--- src/rtl/fli_arb.sv ---
// fli_arb: two-requester Zfa "fli" immediate generator feeding a 2-entry result FIFO.
// Optional feature: define FLI_ARB_RR_EN for round-robin arbitration between the
// requesters; the default build uses fixed priority with requester 0 first.
module fli_arb #(
  parameter int FLEN    = 64,
  parameter int FMTBITS = 2
) (
  input  logic               clk,
  input  logic               reset_n,
  input  logic               Req0Valid,
  output logic               Req0Ready,
  input  logic [4:0]         Req0Rs1,
  input  logic [FMTBITS-1:0] Req0Fmt,
  input  logic               Req1Valid,
  output logic               Req1Ready,
  input  logic [4:0]         Req1Rs1,
  input  logic [FMTBITS-1:0] Req1Fmt,
  output logic               OutValid,
  input  logic               OutReady,
  output logic [FLEN-1:0]    OutImm,
  output logic               OutSrc,
  output logic               OutErr
);

  // FIFO entry layout: {err, src, imm}
  localparam int EW = FLEN + 2;

  // Zfa constant for (rs1, fmt), NaN-boxed with ones up to 128 bits, cut to FLEN.
  // Normal entries are 2^e * (1 + m/4); the few irregular entries are spelled out.
  function automatic logic [FLEN-1:0] fli_lookup(input logic [4:0] rs1, input logic [1:0] fmt);
    logic [127:0]       res;
    logic               sgn;
    logic signed [15:0] e;
    logic [1:0]         m;
    logic [4:0]         be5;
    logic [7:0]         be8;
    logic [10:0]        be11;
    logic [14:0]        be15;
    res = {128{1'b1}};
    sgn = 1'b0;
    e   = 16'sd0;
    m   = 2'd0;
    case (rs1)
      5'd0:  sgn = 1'b1;                       // -1.0
      5'd2:  e = -16'sd16;
      5'd3:  e = -16'sd15;
      5'd4:  e = -16'sd8;
      5'd5:  e = -16'sd7;
      5'd6:  e = -16'sd4;
      5'd7:  e = -16'sd3;
      5'd8:  e = -16'sd2;
      5'd9:  begin e = -16'sd2; m = 2'd1; end
      5'd10: begin e = -16'sd2; m = 2'd2; end
      5'd11: begin e = -16'sd2; m = 2'd3; end
      5'd12: e = -16'sd1;
      5'd13: begin e = -16'sd1; m = 2'd1; end
      5'd14: begin e = -16'sd1; m = 2'd2; end
      5'd15: begin e = -16'sd1; m = 2'd3; end
      5'd16: e = 16'sd0;
      5'd17: m = 2'd1;
      5'd18: m = 2'd2;
      5'd19: m = 2'd3;
      5'd20: e = 16'sd1;
      5'd21: begin e = 16'sd1; m = 2'd1; end
      5'd22: begin e = 16'sd1; m = 2'd2; end
      5'd23: e = 16'sd2;
      5'd24: e = 16'sd3;
      5'd25: e = 16'sd4;
      5'd26: e = 16'sd7;
      5'd27: e = 16'sd8;
      5'd28: e = 16'sd15;
      5'd29: e = 16'sd16;
      default: begin sgn = 1'b0; e = 16'sd0; m = 2'd0; end  // 1, 30, 31 special below
    endcase
    be5  = 5'(e + 16'sd15);
    be8  = 8'(e + 16'sd127);
    be11 = 11'(e + 16'sd1023);
    be15 = 15'(e + 16'sd16383);
    case (fmt)
      2'b00: begin
        case (rs1)
          5'd1:    res[31:0] = 32'h0080_0000;
          5'd30:   res[31:0] = 32'h7F80_0000;
          5'd31:   res[31:0] = 32'h7FC0_0000;
          default: res[31:0] = {sgn, be8, m, 21'd0};
        endcase
      end
      2'b01: begin
        case (rs1)
          5'd1:    res[63:0] = 64'h0010_0000_0000_0000;
          5'd30:   res[63:0] = 64'h7FF0_0000_0000_0000;
          5'd31:   res[63:0] = 64'h7FF8_0000_0000_0000;
          default: res[63:0] = {sgn, be11, m, 50'd0};
        endcase
      end
      2'b10: begin
        // 2^-16 and 2^-15 are subnormal in half; 2^16 overflows to +inf
        case (rs1)
          5'd1:    res[15:0] = 16'h0400;
          5'd2:    res[15:0] = 16'h0100;
          5'd3:    res[15:0] = 16'h0200;
          5'd29:   res[15:0] = 16'h7C00;
          5'd30:   res[15:0] = 16'h7C00;
          5'd31:   res[15:0] = 16'h7E00;
          default: res[15:0] = {sgn, be5, m, 8'd0};
        endcase
      end
      default: begin
        case (rs1)
          5'd1:    res = {1'b0, 15'd1, 112'd0};
          5'd30:   res = {1'b0, 15'h7FFF, 112'd0};
          5'd31:   res = {1'b0, 15'h7FFF, 1'b1, 111'd0};
          default: res = {sgn, be15, m, 110'd0};
        endcase
      end
    endcase
    return res[FLEN-1:0];
  endfunction

  // Format is wider than the register file can hold.
  function automatic logic fmt_too_wide(input logic [1:0] fmt);
    case (fmt)
      2'b01:   return (FLEN < 64) ? 1'b1 : 1'b0;
      2'b11:   return (FLEN < 128) ? 1'b1 : 1'b0;
      default: return 1'b0;
    endcase
  endfunction

  logic          wr_ptr_q, wr_ptr_d;
  logic          rd_ptr_q, rd_ptr_d;
  logic [1:0]    count_q, count_d;
  logic [EW-1:0] mem_q [2];
  logic [EW-1:0] mem_d [2];
  logic          grant0_s, grant1_s, push_s, pop_s, sel_s, err_s;
  logic [4:0]    sel_rs1_s;
  logic [1:0]    sel_fmt_s;
  logic [EW-1:0] new_entry_s, head_s;

`ifdef FLI_ARB_RR_EN
  logic prio_q, prio_d;  // 1: requester 1 favoured on a tie

  // Round-robin grant: on a tie the requester not granted last wins.
  always_comb begin
    grant0_s = Req0Valid && (!Req1Valid || !prio_q);
    grant1_s = Req1Valid && (!Req0Valid || prio_q);
  end

  // Priority pointer moves only when a request is actually accepted.
  always_comb begin
    if (push_s) prio_d = ~sel_s;
    else        prio_d = prio_q;
  end

  // Priority pointer register.
  always_ff @(posedge clk or negedge reset_n) begin
    if (!reset_n) prio_q <= 1'b0;
    else          prio_q <= prio_d;
  end
`else
  // Fixed-priority grant: requester 0 always wins.
  always_comb begin
    grant0_s = Req0Valid;
    grant1_s = Req1Valid && !Req0Valid;
  end
`endif

  // Handshake and selection of the accepted request; never ready while full.
  always_comb begin
    Req0Ready   = reset_n && grant0_s && (count_q != 2'd2);
    Req1Ready   = reset_n && grant1_s && (count_q != 2'd2);
    push_s      = (Req0Valid && Req0Ready) || (Req1Valid && Req1Ready);
    pop_s       = OutValid && OutReady;
    sel_s       = grant1_s;
    sel_rs1_s   = sel_s ? Req1Rs1 : Req0Rs1;
    sel_fmt_s   = sel_s ? Req1Fmt[1:0] : Req0Fmt[1:0];
    err_s       = fmt_too_wide(sel_fmt_s);
    new_entry_s = {err_s, sel_s, err_s ? {FLEN{1'b0}} : fli_lookup(sel_rs1_s, sel_fmt_s)};
  end

  // FIFO next state: write at wr_ptr on push, advance rd_ptr on pop.
  always_comb begin
    mem_d[0] = mem_q[0];
    mem_d[1] = mem_q[1];
    if (push_s) begin
      mem_d[wr_ptr_q] = new_entry_s;
      wr_ptr_d        = ~wr_ptr_q;
    end else begin
      wr_ptr_d = wr_ptr_q;
    end
    if (pop_s) rd_ptr_d = ~rd_ptr_q;
    else       rd_ptr_d = rd_ptr_q;
    case ({push_s, pop_s})
      2'b10:   count_d = count_q + 2'd1;
      2'b01:   count_d = count_q - 2'd1;
      default: count_d = count_q;
    endcase
  end

  // FIFO state registers; reset discards buffered entries immediately.
  always_ff @(posedge clk or negedge reset_n) begin
    if (!reset_n) begin
      count_q  <= 2'd0;
      wr_ptr_q <= 1'b0;
      rd_ptr_q <= 1'b0;
      mem_q[0] <= '0;
      mem_q[1] <= '0;
    end else begin
      count_q  <= count_d;
      wr_ptr_q <= wr_ptr_d;
      rd_ptr_q <= rd_ptr_d;
      mem_q[0] <= mem_d[0];
      mem_q[1] <= mem_d[1];
    end
  end

  // Head presentation; fields are zero whenever the FIFO is empty.
  always_comb begin
    OutValid = (count_q != 2'd0);
    head_s   = mem_q[rd_ptr_q];
    if (OutValid) begin
      OutErr = head_s[EW-1];
      OutSrc = head_s[EW-2];
      OutImm = head_s[FLEN-1:0];
    end else begin
      OutErr = 1'b0;
      OutSrc = 1'b0;
      OutImm = '0;
    end
  end

endmodule

--- config.mk ---
export PLATFORM = sky130hd
export DESIGN_NAME = fli_arb
export DESIGN_NICKNAME = d
export VERILOG_FILES = /design/src/rtl/fli_arb.sv
export SDC_FILE = /design/constraint.sdc
export NUM_CORES = 1
export LEC_CHECK = 0
export ABC_CLOCK_PERIOD_IN_PS = 3000
export CAP_MARGIN = 10
export CORE_ASPECT_RATIO = 0.7
export CORE_MARGIN = 8
export CORE_UTILIZATION = 45
export DETAILED_ROUTE_END_ITERATION = 10
export PLACE_DENSITY = 0.7
export SETUP_SLACK_MARGIN = 0.3
export SLEW_MARGIN = 20
export SYNTH_ARGS = -nofsm -noshare
export SYNTH_HDL_FRONTEND = slang
export SYNTH_SLANG_ARGS = --single-unit
--- constraint.sdc ---
create_clock -name clk -period 3 [get_ports clk]
set_input_delay 0.6 -clock clk [delete_from_list [all_inputs] [get_ports clk]]
set_output_delay 0.6 -clock clk [all_outputs]
set_load 0.01 [all_outputs]
==> results of run 1 <==
power groups by stage:
stage,Clock (mW),Combinational [mW],Sequential [mW]
floorplan,0,1.99,1.71
global placement,0,3.24,1.80
CTS,1.10,3.35,1.82
finish,1.08,3.40,1.83
global route,1.14,3.69,1.89
detailed placement,0,3.31,1.83
what timing repair did:
action | in CTS | in global routing
resized for setup | 18 | 27
setup endpoints to repair | 69 | 93
pin swaps | 6 | 3
buffers inserted | 2 | 1
metrics by stage:
step                      worst slack, ns  TNS (ns)  instances  power (mW)  cell area, µm²
final                               0.339         0        771        6.31            6500
after global routing                0.269         0        771        6.72            6500
after CTS                           0.259         0        769        6.27            6340
after detailed placement           -0.338    -11.40        752        5.14            5970
after global placement             -0.223     -7.15        752        5.04            5970
after floorplan                     0.315         0        527        3.71            4800
cells by family (layout without fill, tap and decap cells):
| kind of cell | count (synthesis) | count (layout) | share of synthesized area, % |
|---|---|---|---|
| multiplexers | 64 | 64 | 14.3 |
| other | 1 | 8 | 0.0792 |
| XOR/XNOR | 8 | 8 | 1.48 |
| adder cells (fa/ha/maj) | 2 | 2 | 0.528 |
| AO/OA/AOI/OAI | 125 | 125 | 18.1 |
| AND/OR/NAND/NOR | 173 | 173 | 15.9 |
| buffers and inverters | 69 | 181 | 8.43 |
| flip-flops | 78 | 78 | 41.2 |
layout make-up:
class                   count  area (µm²)  share of cell area (%)
multi-input cells         380        2620                    40.3
flip-flops and latches     78        1960                    30.1
repair buffers            159        1440                    22.2
clock buffers              11         243                    3.74
well taps                 132         165                    2.54
clock inverters             4        48.8                   0.751
inverters                   7        26.3                   0.404
layer usage:
layer / GRT usage, % / wire length, µm / part of all wire, %
met4: 4.86 / 161 / 1.1
met5: 0 / 0 / 0
met1: 27.7 / 6670 / 46
met3: 4.97 / 958 / 6.7
met2: 31.8 / 6590 / 46
flip-flops by register name, summed over array words and instances (netlist names):
register and count:
wr_ptr_q 1, count_q 2, mem_q 74, rd_ptr_q 1
placed cells by master (no fill, tap or decap), drive strengths merged, types with 3 or more instances in the layout:
master,Yosys,final
buf,37,81
nand2,78,78
dfrtp,78,78
clkdlybuf4s50,0,73
nor2,66,66
mux2i,48,48
o21ai,42,42
mux2,16,16
a21oi,15,15
a221o,13,13
clkbuf,25,12
a21o,9,9
a31oi,8,8
o21a,8,8
conb,1,8
inv,7,7
o22a,6,6
nand2b,6,6
xor2,5,5
o31ai,5,5
and2,4,4
a22o,4,4
xnor2,3,3
nor3,3,3
a32oi,3,3
clkinv,0,3
worst max path at each step:
stage                          start         end  slack, ns
after global routing      Req1Rs1[0]  mem_q[120]       0.27
after CTS                 count_q[0]  OutImm[18]       0.26
final                     Req1Rs1[0]  mem_q[120]       0.34
after global placement     Req0Valid  mem_q[120]      -0.22
after detailed placement   Req1Valid  mem_q[120]      -0.34
after floorplan            Req1Valid  mem_q[120]       0.31
worst max-delay path, cell delays in order:
cell	delay (ns)
sky130_fd_sc_hd__clkdlybuf4s50_1	0.46
sky130_fd_sc_hd__and3b_1	0.24
sky130_fd_sc_hd__a21o_4	0.22
sky130_fd_sc_hd__o22ai_1	0.24
sky130_fd_sc_hd__a211oi_2	0.12
sky130_fd_sc_hd__o22ai_2	0.16
sky130_fd_sc_hd__inv_2	0.07
sky130_fd_sc_hd__ha_4	0.18
sky130_fd_sc_hd__xor2_2	0.15
sky130_fd_sc_hd__nand3_2	0.13
sky130_fd_sc_hd__a221o_1	0.32
==> metrics.log, run 1 <==
[metrics] setup slack on the worst flop-to-flop path: 0.69 ns
[metrics] number of distinct library cells after synthesis: 56
[metrics] top cells by count, synth: sky130_fd_sc_hd__dfrtp_1 (78), sky130_fd_sc_hd__nand2_1 (78), sky130_fd_sc_hd__nor2_1 (65)
[metrics] Die Y-Extent: 102 µm
[metrics] via count of the first global-routing pass: 4304
[metrics] Max Cap Viol: 0
[metrics] FFs w/ async S/R, synth: 100%
[metrics] count of flip-flops with a built-in enable after synthesis: 0
[metrics] area share of the leading cell type in the synthesized netlist: 41.2%
[metrics] total via count in the routed design: 4283
[metrics] gpl congestion: 0.903
[metrics] critical setup path kind: primary input to register
[metrics] worst reg2reg path endpoint: mem_q[121]
[metrics] leakage power figure: 2.97 nW
[metrics] clock share of power: 17.2%
[metrics] drt via density: 5.56
[metrics] aggregate routed wire length: 14400 µm
[metrics] Area contributors post-synth: sky130_fd_sc_hd__dfrtp_1 (41%), sky130_fd_sc_hd__mux2i_1 (9.5%), sky130_fd_sc_hd__nand2_1 (6.2%)
[metrics] Net Switching: 2.32 mW
[metrics] starting utilization of the core area: 46.1%
[metrics] Routed WL per cell: 18.6 µm
[metrics] H-tree levels: 3
[metrics] cell type with the highest aggregate area in the netlist: sky130_fd_sc_hd__dfrtp_1
[metrics] final worst path period need: 2.66 ns
[metrics] die outline area: 14100 µm²
[metrics] Detailed Routing Iterations Pass 1: 5
[metrics] relative contribution of combinational cells to total power: 53.9%
[metrics] total gr overflow: 0
[metrics] hold crit path type: primary input to async pin
[metrics] run status: completed
[metrics] power per cell area: 971 nW/µm²
[metrics] synthesis-to-finish area growth: 37.2%
[metrics] highest clock rate: 0.376 GHz
[metrics] fillers: 890
[metrics] Clock Sink Count: 78
[metrics] worst hold margin: 0.248 ns
[metrics] top_reg_cell synth: sky130_fd_sc_hd__dfrtp_1
[metrics] I/O Buffers: 79
[metrics] post-detail-place hpwl: 10700 µm
[metrics] fraction of layout instances using a drive strength above 1: 24.7%
[metrics] post-synthesis instance area: 4740 µm²
[metrics] Clock Tree Root: sky130_fd_sc_hd__clkbuf_16
[metrics] Max Fanout on Critical Path: 5
[metrics] buffer depth of the longest clock path: 2
[metrics] sequential cell area fraction in the yosys report: 41.2%
[metrics] width of the die: 139 µm
[metrics] final setup vio count: 0
[metrics] syn avg cell area: 9.11 µm²
[metrics] First DRT Iteration DRCs: 348
[metrics] worst-skew pair later-pin latency: 0.34 ns
[metrics] final layout net count: 656
[metrics] drc violations: 0
[metrics] worst path arrival time: 2.88 ns
[metrics] number of cells on the worst reg-to-reg path: 6
[metrics] number of register bits inferred by synthesis: 78
[metrics] pin count of the biggest net entering global routing: 79
[metrics] Worst VDD drop: 0.000556 V
[metrics] setup skew after layout: 0.00915 ns
[metrics] setup repair after global routing missed its margin: yes
[metrics] kind of launch point of the worst setup path: primary input
[metrics] Reg power frac: 29.0%
[metrics] post-layout utilization of the core: 63.2%
[metrics] Row Count: 31
[metrics] placeable core area: 10300 µm²
[metrics] max-slew violations: 0
[metrics] aggregate global-route resource usage: 20.3%
[metrics] type of element capturing the critical path: register
[metrics] yosys synthesis warning count: 0
[metrics] worst reg2reg path startpoint: count_q[0]
[metrics] cell-internal power: 3.99 mW
[metrics] WP data required: 3.22 ns
[metrics] number of standard cells after synthesis: 520
[metrics] CTS buffer count: 9
[metrics] antenna diode instance count: 0
[metrics] clock transition at the register clock pins on the worst setup and hold paths after CTS: 0.06 ns
[metrics] switching portion of total power: 36.7%
[metrics] first-pass GRT wire length: 23100 µm
[metrics] number of antenna violations at the first check in global routing: 0
[metrics] share of the cycle needed by the critical path after routing: 88.7%
[metrics] number of top-level design ports: 88
[metrics] antenna viol nets, final: 0
[metrics] CTS tree: done
[metrics] final number of hold-violating endpoints: 0
[metrics] Hold-fix buffers, CTS: 0
No activity file was read; power rests on OpenSTA's default activity.
==> inputs of run 2 (changes only) <==
--- a/config.mk
+++ b/config.mk
@@ -12,6 +12,7 @@
 export CORE_UTILIZATION = 45
 export DETAILED_ROUTE_END_ITERATION = 10
 export PLACE_DENSITY = 0.7
+export REMOVE_ABC_BUFFERS = 1
 export SETUP_SLACK_MARGIN = 0.3
 export SLEW_MARGIN = 20
 export SYNTH_ARGS = -nofsm -noshare
==> run 2 against run 1 <==
Net effect:
- sequential cell count is the same
- core utilization shrank 1.3 points
- register-to-register slack better by 0.23 ns
- via count is essentially flat
- sequential share of layout area is 0.62 points higher
- total power down 3.1%
==> metrics.log, run 2 (same netlist as run 1, synthesis figures left out) <==
[metrics] run status: completed
[metrics] max-slew violations: 0
[metrics] I/O Buffers: 79
[metrics] top flop regs: mem_q: 74 flops, count_q: 2 flops
[metrics] post-detail-place hpwl: 10000 µm
[metrics] Net Switching: 2.26 mW
[metrics] pin count of the biggest net entering global routing: 79
[metrics] fraction of layout instances using a drive strength above 1: 22.5%
[metrics] antenna diode instance count: 0
[metrics] final worst path period need: 2.65 ns
[metrics] buffer depth of the longest clock path: 2
[metrics] relative contribution of combinational cells to total power: 53.7%
[metrics] Clock Tree Root: sky130_fd_sc_hd__clkbuf_16
[metrics] Die Y-Extent: 102 µm
[metrics] placeable core area: 10300 µm²
[metrics] total gr overflow: 0
[metrics] crit path capture: mem_q[62]
[metrics] setup slack on the worst flop-to-flop path: 0.92 ns
[metrics] total via count in the routed design: 4286
[metrics] power per cell area: 961 nW/µm²
[metrics] cell-internal power: 3.85 mW
[metrics] leading cell types in the layout, fill and taps excluded: sky130_fd_sc_hd__nand2_1 (77), sky130_fd_sc_hd__dfrtp_1 (77), sky130_fd_sc_hd__buf_4 (73)
[metrics] clock share of power: 16.2%
[metrics] final layout net count: 652
[metrics] worst reg2reg path startpoint: count_q[0]
[metrics] max reg flops: 74
[metrics] gpl congestion: 0.952
[metrics] setup skew after layout: 0.00390 ns
[metrics] fillers: 864
[metrics] synthesis-to-finish area growth: 34.5%
[metrics] highest clock rate: 0.378 GHz
[metrics] number of antenna violations at the first check in global routing: 0
[metrics] Clock Sink Count: 78
[metrics] Detailed Routing Iterations Pass 1: 5
[metrics] final setup vio count: 0
[metrics] kind of launch point of the worst setup path: primary input
[metrics] H-tree levels: 3
[metrics] CTS buffer count: 9
[metrics] WP data required: 3.22 ns
[metrics] switching portion of total power: 37.0%
[metrics] antenna viol nets, final: 0
[metrics] first-pass GRT wire length: 22500 µm
[metrics] Row Count: 31
[metrics] number of top-level design ports: 88
[metrics] Hold-fix buffers, CTS: 0
[metrics] width of the die: 139 µm
[metrics] setup repair after global routing missed its margin: yes
[metrics] leakage power figure: 2.91 nW
[metrics] First DRT Iteration DRCs: 318
[metrics] worst reg2reg path endpoint: mem_q[23]
[metrics] Reg power frac: 30.1%
[metrics] final number of hold-violating endpoints: 0
[metrics] via count of the first global-routing pass: 4354
[metrics] largest reg by FF count: mem_q
[metrics] aggregate global-route resource usage: 19.4%
[metrics] drc violations: 0
[metrics] Max Fanout on Critical Path: 8
[metrics] starting utilization of the core area: 46.1%
[metrics] hold crit path type: primary input to async pin
[metrics] PnR Total Power: 6.12 mW
[metrics] number of cells on the worst reg-to-reg path: 6
[metrics] aggregate routed wire length: 13700 µm
[metrics] CP Launch Point: Req0Valid
[metrics] worst hold margin: 0.285 ns
[metrics] post-layout utilization of the core: 61.9%
[metrics] critical setup path kind: primary input to register
[metrics] Max Cap Viol: 0
[metrics] CTS tree: done
[metrics] type of element capturing the critical path: register
[metrics] worst-skew pair later-pin latency: 0.33 ns
[metrics] share of the cycle needed by the critical path after routing: 88.2%
[metrics] Routed WL per cell: 17.8 µm
[metrics] clock transition at the register clock pins on the worst setup and hold paths after CTS: 0.06 ns
[metrics] worst path arrival time: 2.86 ns
[metrics] drt via density: 5.58
[metrics] die outline area: 14100 µm²
[metrics] Worst VDD drop: 0.000555 V
run 2: changes by cell type in the layout (fill, tap and decap cells not counted), sizes merged:
cell	before	now
clkbuf	12	11
bufinv	1	0
clkdlybuf4s50	73	72
dlygate4sd2	2	4
inv	7	8
clkinvlp	0	2
buf	81	77
dlymetal6s2s	2	1
run 2: repair_timing:
action | in CTS | in global routing
hold endpoints to repair | 0 | 0
resized for setup | 17 | 21
endpoints found under the setup margin | 53 | 37
buffers inserted | 2 | 1
gates cloned | 0 | 0
pin swaps | 4 | 7
run 2: worst max-delay path, cell delays in order:
cell and delay (ns):
sky130_fd_sc_hd__dlygate4sd2_1 0.30, sky130_fd_sc_hd__nand2b_2 0.23, sky130_fd_sc_hd__buf_4 0.19, sky130_fd_sc_hd__mux2i_1 0.30
sky130_fd_sc_hd__o221ai_2 0.17, sky130_fd_sc_hd__a222oi_1 0.28, sky130_fd_sc_hd__buf_4 0.20, sky130_fd_sc_hd__nand4_1 0.09
sky130_fd_sc_hd__a31o_1 0.23, sky130_fd_sc_hd__mux2_2 0.28
run 2: how the worst min path moves through the flow:
| stage | end | slack, ns | cells past startpoint |
|---|---|---|---|
| floorplan | count_q[0] | 0.30 | 0 |
| global placement | mem_q[74] | 0.46 | 2 |
| CTS | mem_q[31] | 0.48 | 2 |
| detailed placement | mem_q[31] | 0.46 | 2 |
| global route | mem_q[87] | 0.31 | 2 |
| finish | mem_q[21] | 0.28 | 2 |
run 2: layout make-up:
| type | count | area (µm²) | area share, % |
|---|---|---|---|
| multi-input cells | 380 | 2560 | 40.2 |
| flip-flops and latches | 78 | 1960 | 30.7 |
| repair buffers | 155 | 1390 | 21.9 |
| clock buffers | 10 | 229 | 3.60 |
| well taps | 132 | 165 | 2.59 |
| clock inverters | 6 | 38.8 | 0.609 |
| inverters | 7 | 26.3 | 0.413 |
run 2: power groups by stage:
stage,sequential [mW],clock [mW],combinational [mW]
2_1_floorplan,1.81,0,1.58
3_3_place_gp,1.82,0,3.21
3_5_place_dp,1.85,0,3.26
4_1_cts,1.84,1.01,3.30
5_1_grt,1.90,1.05,3.60
6_report,1.84,0.990,3.28
run 2: metrics by stage:
stage / TNS (ns) / setup slack (ns) / std cells / instance area [µm²]
2_1_floorplan: -25.90 / -1.44 / 465 / 4390
3_3_place_gp: -9.17 / -0.303 / 748 / 5910
3_5_place_dp: -12.08 / -0.459 / 748 / 5910
4_1_cts: 0 / 0.303 / 766 / 6260
5_1_grt: 0 / 0.279 / 768 / 6370
6_report: 0 / 0.353 / 768 / 6370
run 2: per-layer routing:
| layer | vias to the layer above | GRT usage (%) | share of wire (%) |
|---|---|---|---|
| li1 | 2009 | - | - |
| met4 | 0 | 4.86 | 1.2 |
| met3 | 18 | 6.36 | 7.9 |
| met1 | 2103 | 25.6 | 47 |
| met2 | 156 | 30.3 | 44 |
| met5 | - | 0 | 0 |
